$ cat src/rtl/mccu_pkg.sv
// Shared encodings for the multi-cycle control unit: FSM states, opcode/func
// fields, ALU operation codes and datapath mux selects.
package mccu_pkg;

   localparam logic [2:0] S_IF  = 3'b000;
   localparam logic [2:0] S_ID  = 3'b001;
   localparam logic [2:0] S_EXE = 3'b010;
   localparam logic [2:0] S_MEM = 3'b011;
   localparam logic [2:0] S_WB  = 3'b100;

   localparam logic [5:0] OP_RTYPE = 6'b000000;
   localparam logic [5:0] OP_J     = 6'b000010;
   localparam logic [5:0] OP_JAL   = 6'b000011;
   localparam logic [5:0] OP_BEQ   = 6'b000100;
   localparam logic [5:0] OP_BNE   = 6'b000101;
   localparam logic [5:0] OP_ADDI  = 6'b001000;
   localparam logic [5:0] OP_ANDI  = 6'b001100;
   localparam logic [5:0] OP_ORI   = 6'b001101;
   localparam logic [5:0] OP_XORI  = 6'b001110;
   localparam logic [5:0] OP_LUI   = 6'b001111;
   localparam logic [5:0] OP_LW    = 6'b100011;
   localparam logic [5:0] OP_SW    = 6'b101011;

   localparam logic [5:0] FN_SLL = 6'b000000;
   localparam logic [5:0] FN_SRL = 6'b000010;
   localparam logic [5:0] FN_SRA = 6'b000011;
   localparam logic [5:0] FN_JR  = 6'b001000;
   localparam logic [5:0] FN_ADD = 6'b100000;
   localparam logic [5:0] FN_SUB = 6'b100010;
   localparam logic [5:0] FN_AND = 6'b100100;
   localparam logic [5:0] FN_OR  = 6'b100101;
   localparam logic [5:0] FN_XOR = 6'b100110;
   localparam logic [5:0] FN_SLT = 6'b101010;

   localparam logic [3:0] ALUC_ADD = 4'b0000;
   localparam logic [3:0] ALUC_SUB = 4'b0100;
   localparam logic [3:0] ALUC_AND = 4'b0001;
   localparam logic [3:0] ALUC_OR  = 4'b0101;
   localparam logic [3:0] ALUC_XOR = 4'b0010;
   localparam logic [3:0] ALUC_LUI = 4'b0110;
   localparam logic [3:0] ALUC_SLL = 4'b0011;
   localparam logic [3:0] ALUC_SRL = 4'b0111;
   localparam logic [3:0] ALUC_SRA = 4'b1111;
   localparam logic [3:0] ALUC_SLT = 4'b1011;

   localparam logic [1:0] SRCB_REGB   = 2'b00;
   localparam logic [1:0] SRCB_FOUR   = 2'b01;
   localparam logic [1:0] SRCB_IMM    = 2'b10;
   localparam logic [1:0] SRCB_BRANCH = 2'b11;

   localparam logic [1:0] PC_ALU    = 2'b00;
   localparam logic [1:0] PC_BRANCH = 2'b01;
   localparam logic [1:0] PC_REGA   = 2'b10;
   localparam logic [1:0] PC_JUMP   = 2'b11;

   // One-hot instruction class; all-zero means unsupported.
   typedef struct packed {
      logic r_alu;
      logic shift;
      logic jr;
      logic i_alu;
      logic lw;
      logic sw;
      logic beq;
      logic bne;
      logic j;
      logic jal;
   } iclass_t;

   function automatic logic [3:0] alu_code(input logic [5:0] op, input logic [5:0] func);
      logic [3:0] c;
      c = ALUC_ADD;
      if (op == OP_RTYPE) begin
         case (func)
            FN_SUB:  c = ALUC_SUB;
            FN_AND:  c = ALUC_AND;
            FN_OR:   c = ALUC_OR;
            FN_XOR:  c = ALUC_XOR;
            FN_SLL:  c = ALUC_SLL;
            FN_SRL:  c = ALUC_SRL;
            FN_SRA:  c = ALUC_SRA;
            FN_SLT:  c = ALUC_SLT;
            default: c = ALUC_ADD;
         endcase
      end else begin
         case (op)
            OP_ANDI: c = ALUC_AND;
            OP_ORI:  c = ALUC_OR;
            OP_XORI: c = ALUC_XOR;
            OP_LUI:  c = ALUC_LUI;
            default: c = ALUC_ADD;
         endcase
      end
      return c;
   endfunction

endpackage

$ cat src/rtl/mccu_decode.sv
// Instruction classifier: maps opcode/func to a one-hot class and flags
// encodings the control unit does not implement.
module mccu_decode import mccu_pkg::*; #(
   parameter int HAS_SLT = 0
) (
   input  logic [5:0] op,
   input  logic [5:0] func,
   output iclass_t    cls,
   output logic       illegal
);

   always_comb begin
      cls = '0;
      case (op)
         OP_RTYPE: begin
            case (func)
               FN_ADD, FN_SUB, FN_AND, FN_OR, FN_XOR: cls.r_alu = 1'b1;
               FN_SLL, FN_SRL, FN_SRA:                cls.shift = 1'b1;
               FN_JR:                                 cls.jr    = 1'b1;
               FN_SLT:                                cls.r_alu = (HAS_SLT != 0);
               default: ;
            endcase
         end
         OP_ADDI, OP_ANDI, OP_ORI, OP_XORI, OP_LUI: cls.i_alu = 1'b1;
         OP_LW:   cls.lw  = 1'b1;
         OP_SW:   cls.sw  = 1'b1;
         OP_BEQ:  cls.beq = 1'b1;
         OP_BNE:  cls.bne = 1'b1;
         OP_J:    cls.j   = 1'b1;
         OP_JAL:  cls.jal = 1'b1;
         default: ;
      endcase
      illegal = (cls == '0);
   end

endmodule

$ cat src/rtl/mccu_fsm.sv
// Multi-cycle MIPS-subset control unit: IF/ID/EXE/MEM/WB sequencer with
// combinational datapath controls derived from state and decoded class.
module mccu_fsm import mccu_pkg::*; #(
   parameter int USE_MEM_READY = 1,
   parameter int HAS_SLT       = 0
) (
   input  logic       clk,
   input  logic       rst,
   input  logic [5:0] op,
   input  logic [5:0] func,
   input  logic       z,
   input  logic       mem_ready,
   output logic       wpc,
   output logic       wir,
   output logic       wmem,
   output logic       wreg,
   output logic       iord,
   output logic       alusrca,
   output logic       shift,
   output logic [1:0] alusrcb,
   output logic [3:0] aluc,
   output logic [1:0] pcsrc,
   output logic       regrt,
   output logic       m2reg,
   output logic       jal,
   output logic       sext,
   output logic       illegal,
   output logic [2:0] state
);

   iclass_t    cls;
   logic       dec_illegal;
   logic       ready;
   logic [2:0] state_q, state_d;
   logic       wpc_c, wir_c, wmem_c, wreg_c;

   mccu_decode #(.HAS_SLT(HAS_SLT)) u_decode (
      .op      (op),
      .func    (func),
      .cls     (cls),
      .illegal (dec_illegal)
   );

   assign ready = (USE_MEM_READY != 0) ? mem_ready : 1'b1;

   always_ff @(posedge clk) begin
      if (rst) state_q <= S_IF;
      else     state_q <= state_d;
   end

   always_comb begin
      state_d = S_IF;
      wpc_c   = 1'b0;
      wir_c   = 1'b0;
      wmem_c  = 1'b0;
      wreg_c  = 1'b0;
      iord    = 1'b0;
      alusrca = 1'b0;
      shift   = 1'b0;
      alusrcb = SRCB_REGB;
      aluc    = ALUC_ADD;
      pcsrc   = PC_ALU;
      regrt   = 1'b0;
      m2reg   = 1'b0;
      jal     = 1'b0;
      sext    = 1'b0;
      illegal = 1'b0;
      case (state_q)
         S_IF: begin
            alusrcb = SRCB_FOUR;
            wpc_c   = ready;
            wir_c   = ready;
            state_d = ready ? S_ID : S_IF;
         end
         S_ID: begin
            if (cls.j || cls.jal) begin
               pcsrc  = PC_JUMP;
               wpc_c  = 1'b1;
               wreg_c = cls.jal;
               jal    = cls.jal;
            end else if (cls.jr) begin
               pcsrc = PC_REGA;
               wpc_c = 1'b1;
            end else if (dec_illegal) begin
               illegal = 1'b1;
            end else begin
               // Precompute the branch target into the ALU register.
               alusrcb = SRCB_BRANCH;
               sext    = 1'b1;
               state_d = S_EXE;
            end
         end
         S_EXE: begin
            if (cls.beq || cls.bne) begin
               alusrca = 1'b1;
               aluc    = ALUC_SUB;
               pcsrc   = PC_BRANCH;
               wpc_c   = cls.beq ? z : ~z;
               sext    = 1'b1;
            end else if (cls.lw || cls.sw) begin
               alusrca = 1'b1;
               alusrcb = SRCB_IMM;
               sext    = 1'b1;
               state_d = S_MEM;
            end else if (cls.r_alu || cls.shift) begin
               alusrca = 1'b1;
               shift   = cls.shift;
               aluc    = alu_code(op, func);
               state_d = S_WB;
            end else if (cls.i_alu) begin
               alusrca = 1'b1;
               alusrcb = SRCB_IMM;
               sext    = (op == OP_ADDI);
               aluc    = alu_code(op, func);
               state_d = S_WB;
            end
         end
         S_MEM: begin
            iord = 1'b1;
            if (cls.sw) begin
               wmem_c  = ready;
               state_d = ready ? S_IF : S_MEM;
            end else if (cls.lw) begin
               state_d = ready ? S_WB : S_MEM;
            end
         end
         S_WB: begin
            wreg_c = 1'b1;
            regrt  = cls.i_alu || cls.lw;
            m2reg  = cls.lw;
         end
         default: ;
      endcase
   end

   // Reset overrides every write enable in the cycle it is sampled.
   assign wpc   = wpc_c  & ~rst;
   assign wir   = wir_c  & ~rst;
   assign wmem  = wmem_c & ~rst;
   assign wreg  = wreg_c & ~rst;
   assign state = state_q;

endmodule

$ cat config.mk
export PLATFORM = sky130hd
export DESIGN_NAME = mccu_fsm
export DESIGN_NICKNAME = d
export VERILOG_FILES = /design/src/rtl/mccu_pkg.sv /design/src/rtl/mccu_decode.sv /design/src/rtl/mccu_fsm.sv
export SDC_FILE = /design/constraint.sdc
export NUM_CORES = 1
export LEC_CHECK = 0
export ABC_AREA = 1
export CAP_MARGIN = 15
export CORE_UTILIZATION = 41
export CTS_CLUSTER_DIAMETER = 120
export DETAILED_ROUTE_END_ITERATION = 8
export MAX_ROUTING_LAYER = met4
export PLACE_DENSITY = 0.92
export SLEW_MARGIN = 20
export SYNTH_ARGS = -nofsm -noshare
export SYNTH_HDL_FRONTEND = slang
export SYNTH_SLANG_ARGS = --single-unit
export TNS_END_PERCENT = 50
$ cat constraint.sdc
create_clock -name clk -period 1.8 [get_ports clk]
set_clock_uncertainty 0.1 [all_clocks]
set_input_delay 0.18 -clock clk [delete_from_list [all_inputs] [get_ports clk]]
set_output_delay 0.18 -clock clk [all_outputs]
set_load 0.005 [all_outputs]
==> results of run 1 <==
==> metrics by stage <==
stage	util	hold slack, ns	instance area, µm²	TNS (ns)
after detailed placement	0.880	0.654	1370	-9.07
after global placement	0.880	0.625	1370	-7.11
after floorplan	-	0.142	702	0
==> cell usage after synthesis, types with 3 or more instances <==
library cell / n / area (µm²)
inv_1: 19 / 71.3
nor2_2: 3 / 18.8
nor2_1: 15 / 56.3
o21ai_0: 5 / 25.0
nand2_2: 3 / 18.8
nor4_1: 3 / 18.8
a21oi_1: 7 / 35.0
nor3_1: 4 / 20.0
nand2_1: 21 / 78.8
dfxtp_1: 3 / 60.1
inv_2: 7 / 26.3
nand3_1: 15 / 75.1
==> cell families after synthesis <==
| kind of cell | after synthesis |
|---|---|
| xor gates and xnor gates | 1 |
| AOI/OAI and AO/OA | 20 |
| DFF | 3 |
| buffers and inverters | 27 |
| and+or+nand+nor | 75 |
==> impl_metrics.json, run 1 <==
{
  "rows": 14,
  "ys_seq_area_frac": 0.0856,
  "syn_nets": 142,
  "place_congestion": 0.864,
  "synthMuxAreaShare": 0,
  "synth_top_flop_cell": "dfxtp_1",
  "dpl.cell_count": 216,
  "synth_compound_area_frac": 0.164,
  "status": "aborted with a tool error",
  "syn_area_per_cell_um2": 5.57,
  "synth_xor_area_frac": 0.0125,
  "post-dp-hpwl_um": 2800,
  "port-buffer-count": 38,
  "cts.sink_count": 3,
  "stop_stage": "4_1_cts",
  "ys_types": 30,
  "start_util": 0.450,
  "cts_hold_buffers": 0,
  "yosys.area_share.simple": 0.592,
  "die_y_um": 43.4,
  "post_cts_buffers": 7,
  "cts_root_buffer": "clkbuf_4",
  "tool.error": "[ERROR DPL-0038] Utilization greater than 100%, impossible to legalize",
  "cts_buffers": 3,
  "synth_edf_count": 0,
  "synthAdderAreaFrac": 0,
  "htreeDepth": 1,
  "yosysWarningCount": 0,
  "post_cts_resized": 94,
  "ys_async_sr_fraction": 0,
  "postSynthRegisterBits": 3,
  "synth_top_family_by_area": "simple AND/OR/NAND/NOR gates",
  "io_pins": 39,
  "syn_area_um2": 702,
  "clockBufferDepth": 2,
  "dp_slack_ns": -0.590,
  "syn_inst": 126,
  "die-width_um": 43.4
}
==> run 2, diff against run 1 <==
Settings changed: CORE_AREA set to 2 2 63 65, CORE_UTILIZATION 41 to unset, CTS_CLUSTER_DIAMETER 120 to unset, DIE_AREA set to 0 0 65 67, MAX_ROUTING_LAYER met4 to unset, PLACE_DENSITY 0.92 to unset, PLACE_DENSITY_LB_ADDON set to 0.15.
==> run 2 against run 1 <==
Compared with the run above:
- synthesized cell count unchanged
- synthesized area unchanged
- the flow now finishes without violations
==> impl_metrics.json, run 2 <==
{
  "cts_buffers": 3,
  "r2r-start": "state[2]",
  "port-buffer-count": 38,
  "fmax_mhz": 574,
  "final_nets": 237,
  "layout-drive-gt1-share": 0.559,
  "clockBufferDepth": 2,
  "cts_root_buffer": "clkbuf_8",
  "ys_types": 30,
  "start_util": 0.195,
  "syn_inst": 126,
  "synth_common_cells": "nand2_1, inv_1, nand3_1, nor2_1",
  "leakage_uw": 0.000876,
  "mostFrequentLayoutCells": "buf_4, inv_1, nand2_1",
  "drtIter0Drc": 19,
  "track_usage": 0.125,
  "nFillCells": 387,
  "hold_violations": 0,
  "r2r_slack_ns": 0.52,
  "met2_usage": 0.232,
  "crit_chain": "inv_2, buf_4, nand3_1, inv_2, clkdlybuf4s50_1",
  "wl_um": 2950,
  "antenna_cells": 0,
  "final_max_slew_viol_count": 0,
  "syn_nets": 142,
  "period_minus_slack_ns": 1.74,
  "worstSetupPathDepth": 5,
  "cts.sink_count": 3,
  "cts_tree": "done",
  "multi_input_area_um2": 667,
  "dp_slack_ns": -0.529,
  "crit_path_start_kind": "register",
  "ant_nets": 0,
  "grtUsageMet3": 0.0101,
  "gr-total-overflow": 0,
  "min_period_over_period": 0.967,
  "cap_violations": 0,
  "cp-endpoint": "iord",
  "yosys.area.top_type_share": 0.112,
  "vdd_ir_drop_max_mv": 0.149,
  "largest_reg_flops": 3,
  "avgRoutedWirePerCell_um": 11.0,
  "slew_headroom": 0.797,
  "synth_xor_area_frac": 0.0125,
  "rows": 22,
  "finalSetupViolCount": 0,
  "crit_path_max_incr_delay_ns": 0.50,
  "end_kind": "output port",
  "synthToLayoutAreaGrowth_pct": 131,
  "place_congestion": 0.808,
  "synthMuxAreaShare": 0,
  "path_delay_family": "buffers and inverters",
  "grt_max_degree": 7,
  "seq_area_um2": 60.1,
  "post-dp-hpwl_um": 2260,
  "ys_seq_area_frac": 0.0856,
  "tightest_slew_ns": 0.302,
  "synthTopCellsByArea": "nand2_1, nand3_1, inv_1",
  "synthAdderAreaFrac": 0,
  "synth_top_area_cell": "nand2_1",
  "critPathSlowestCell": "clkdlybuf4s50_1",
  "worst_slack_ns": 0.0593,
  "synth_compound_area_frac": 0.164,
  "syn_area_per_cell_um2": 5.57,
  "htreeDepth": 1,
  "grt_pass1_wl_um": 4300,
  "startpoint": "state[2]",
  "drt_pass1_iterations": 4,
  "die_area_um2": 4360,
  "status": "completed",
  "via_per_inst": 4.19,
  "postSynthRegisterBits": 3,
  "yosysWarningCount": 0,
  "holdCritPathClass": "in2reg",
  "syn_area_um2": 702,
  "critical_path.most_common_cell": "inv_2",
  "required_ns": 1.52,
  "first_global_vias": 1021,
  "yosys.area_share.simple": 0.592,
  "synth_edf_count": 0,
  "coreArea_um2": 3610,
  "worst-path-buf-inv": 4,
  "worst-setup-path-type": "reg2out",
  "vias": 1124,
  "reg2regPathDepth": 8,
  "io_pins": 39,
  "cts.reportedPaths.clkPinSlew_ns": 0.04,
  "grt_use_met1": 0.154,
  "synth_top_family_by_area": "simple AND/OR/NAND/NOR gates",
  "grt_setup_unrepaired": "true",
  "cp_data_arrival_time_ns": 1.46,
  "synth_top_flop_cell": "dfxtp_1",
  "layout_commonest_cell": "buf_4",
  "whs_ns": 0.349,
  "remaining_drc_errors": 0,
  "die_y_um": 67,
  "reg2reg_to": "state[0]",
  "p_per_area_nw_per_um2": 296,
  "worstSkewPairLatency_ns": 0.23,
  "ys_async_sr_fraction": 0,
  "busiest_layer": "met2",
  "cp_max_fo": 4,
  "die-width_um": 65,
  "yosysMostFrequentCell": "nand2_1",
  "grt_antenna_before_repair": 0
}
run 2: cell counts after synthesis:
Identical to the previous run, type by type.
run 2: timing repair:
action / CTS / global route
pin swaps: 12 / 10
setup endpoints to repair: 19 / 17
hold buffers: 0 / 0
resized for setup: 64 / 43
buffers inserted: 7 / 8
run 2: area by class of cell:
type | count | area share
timing repair buffer | 90 | 0.424
multi-input combinational | 96 | 0.411
inverter | 27 | 0.0632
sequential | 3 | 0.0370
tap | 48 | 0.0370
clock buffer | 4 | 0.0277
run 2: cells by family (layout without fill, tap and decap cells):
group           Yosys count  in the layout
simple gates             75             75
buf+inv                  27            121
compound gates           20             20
flops                     3              3
xor+xnor                  1              1
run 2: worst register-to-register path: cells and delay by family (launching register included):
family	cells	cell delay (ns)
compound gates	2	0.13
simple gates	3	0.32
flops	1	0.40
buf+inv	3	0.21
run 2: per-stage QoR:
stage               TNS, ns  area, µm²   util  power, µW  cells
detailed placement    -8.17       1420  0.394        249    249
global placement      -8.03       1420  0.394        249    249
floorplan                 0        702      -        134    126
finish                    0       1620  0.450        481    268
global route        -0.0123       1620  0.450        502    268
CTS                   -1.24       1560  0.433        461    260
run 2: worst min path at each step:
stage                     endpoint     start  slack (ns)  depth (start not counted)
final                     state[2]     op[4]        0.35                          5
after global routing      state[2]     op[4]        0.38                          5
after CTS                 state[2]     op[4]        0.48                          5
after detailed placement  state[1]  state[1]        0.63                          4
after global placement    state[1]  state[1]        0.63                          4
after floorplan           state[1]       rst        0.14                          1
run 2: routing by layer:
layer	routed length (µm)	part of all wire
met4	25	0.0085
met1	1330	0.45
met3	96	0.033
met2	1500	0.51
met5	0	0
run 2: where the power goes:
part	internal (µW)	total, µW	switching (µW)
Sequential	68.5	69.5	0.988
Clock	152	207	55.0
Combinational	102	204	102
Note: power is estimated with default switching activity, not from simulation.
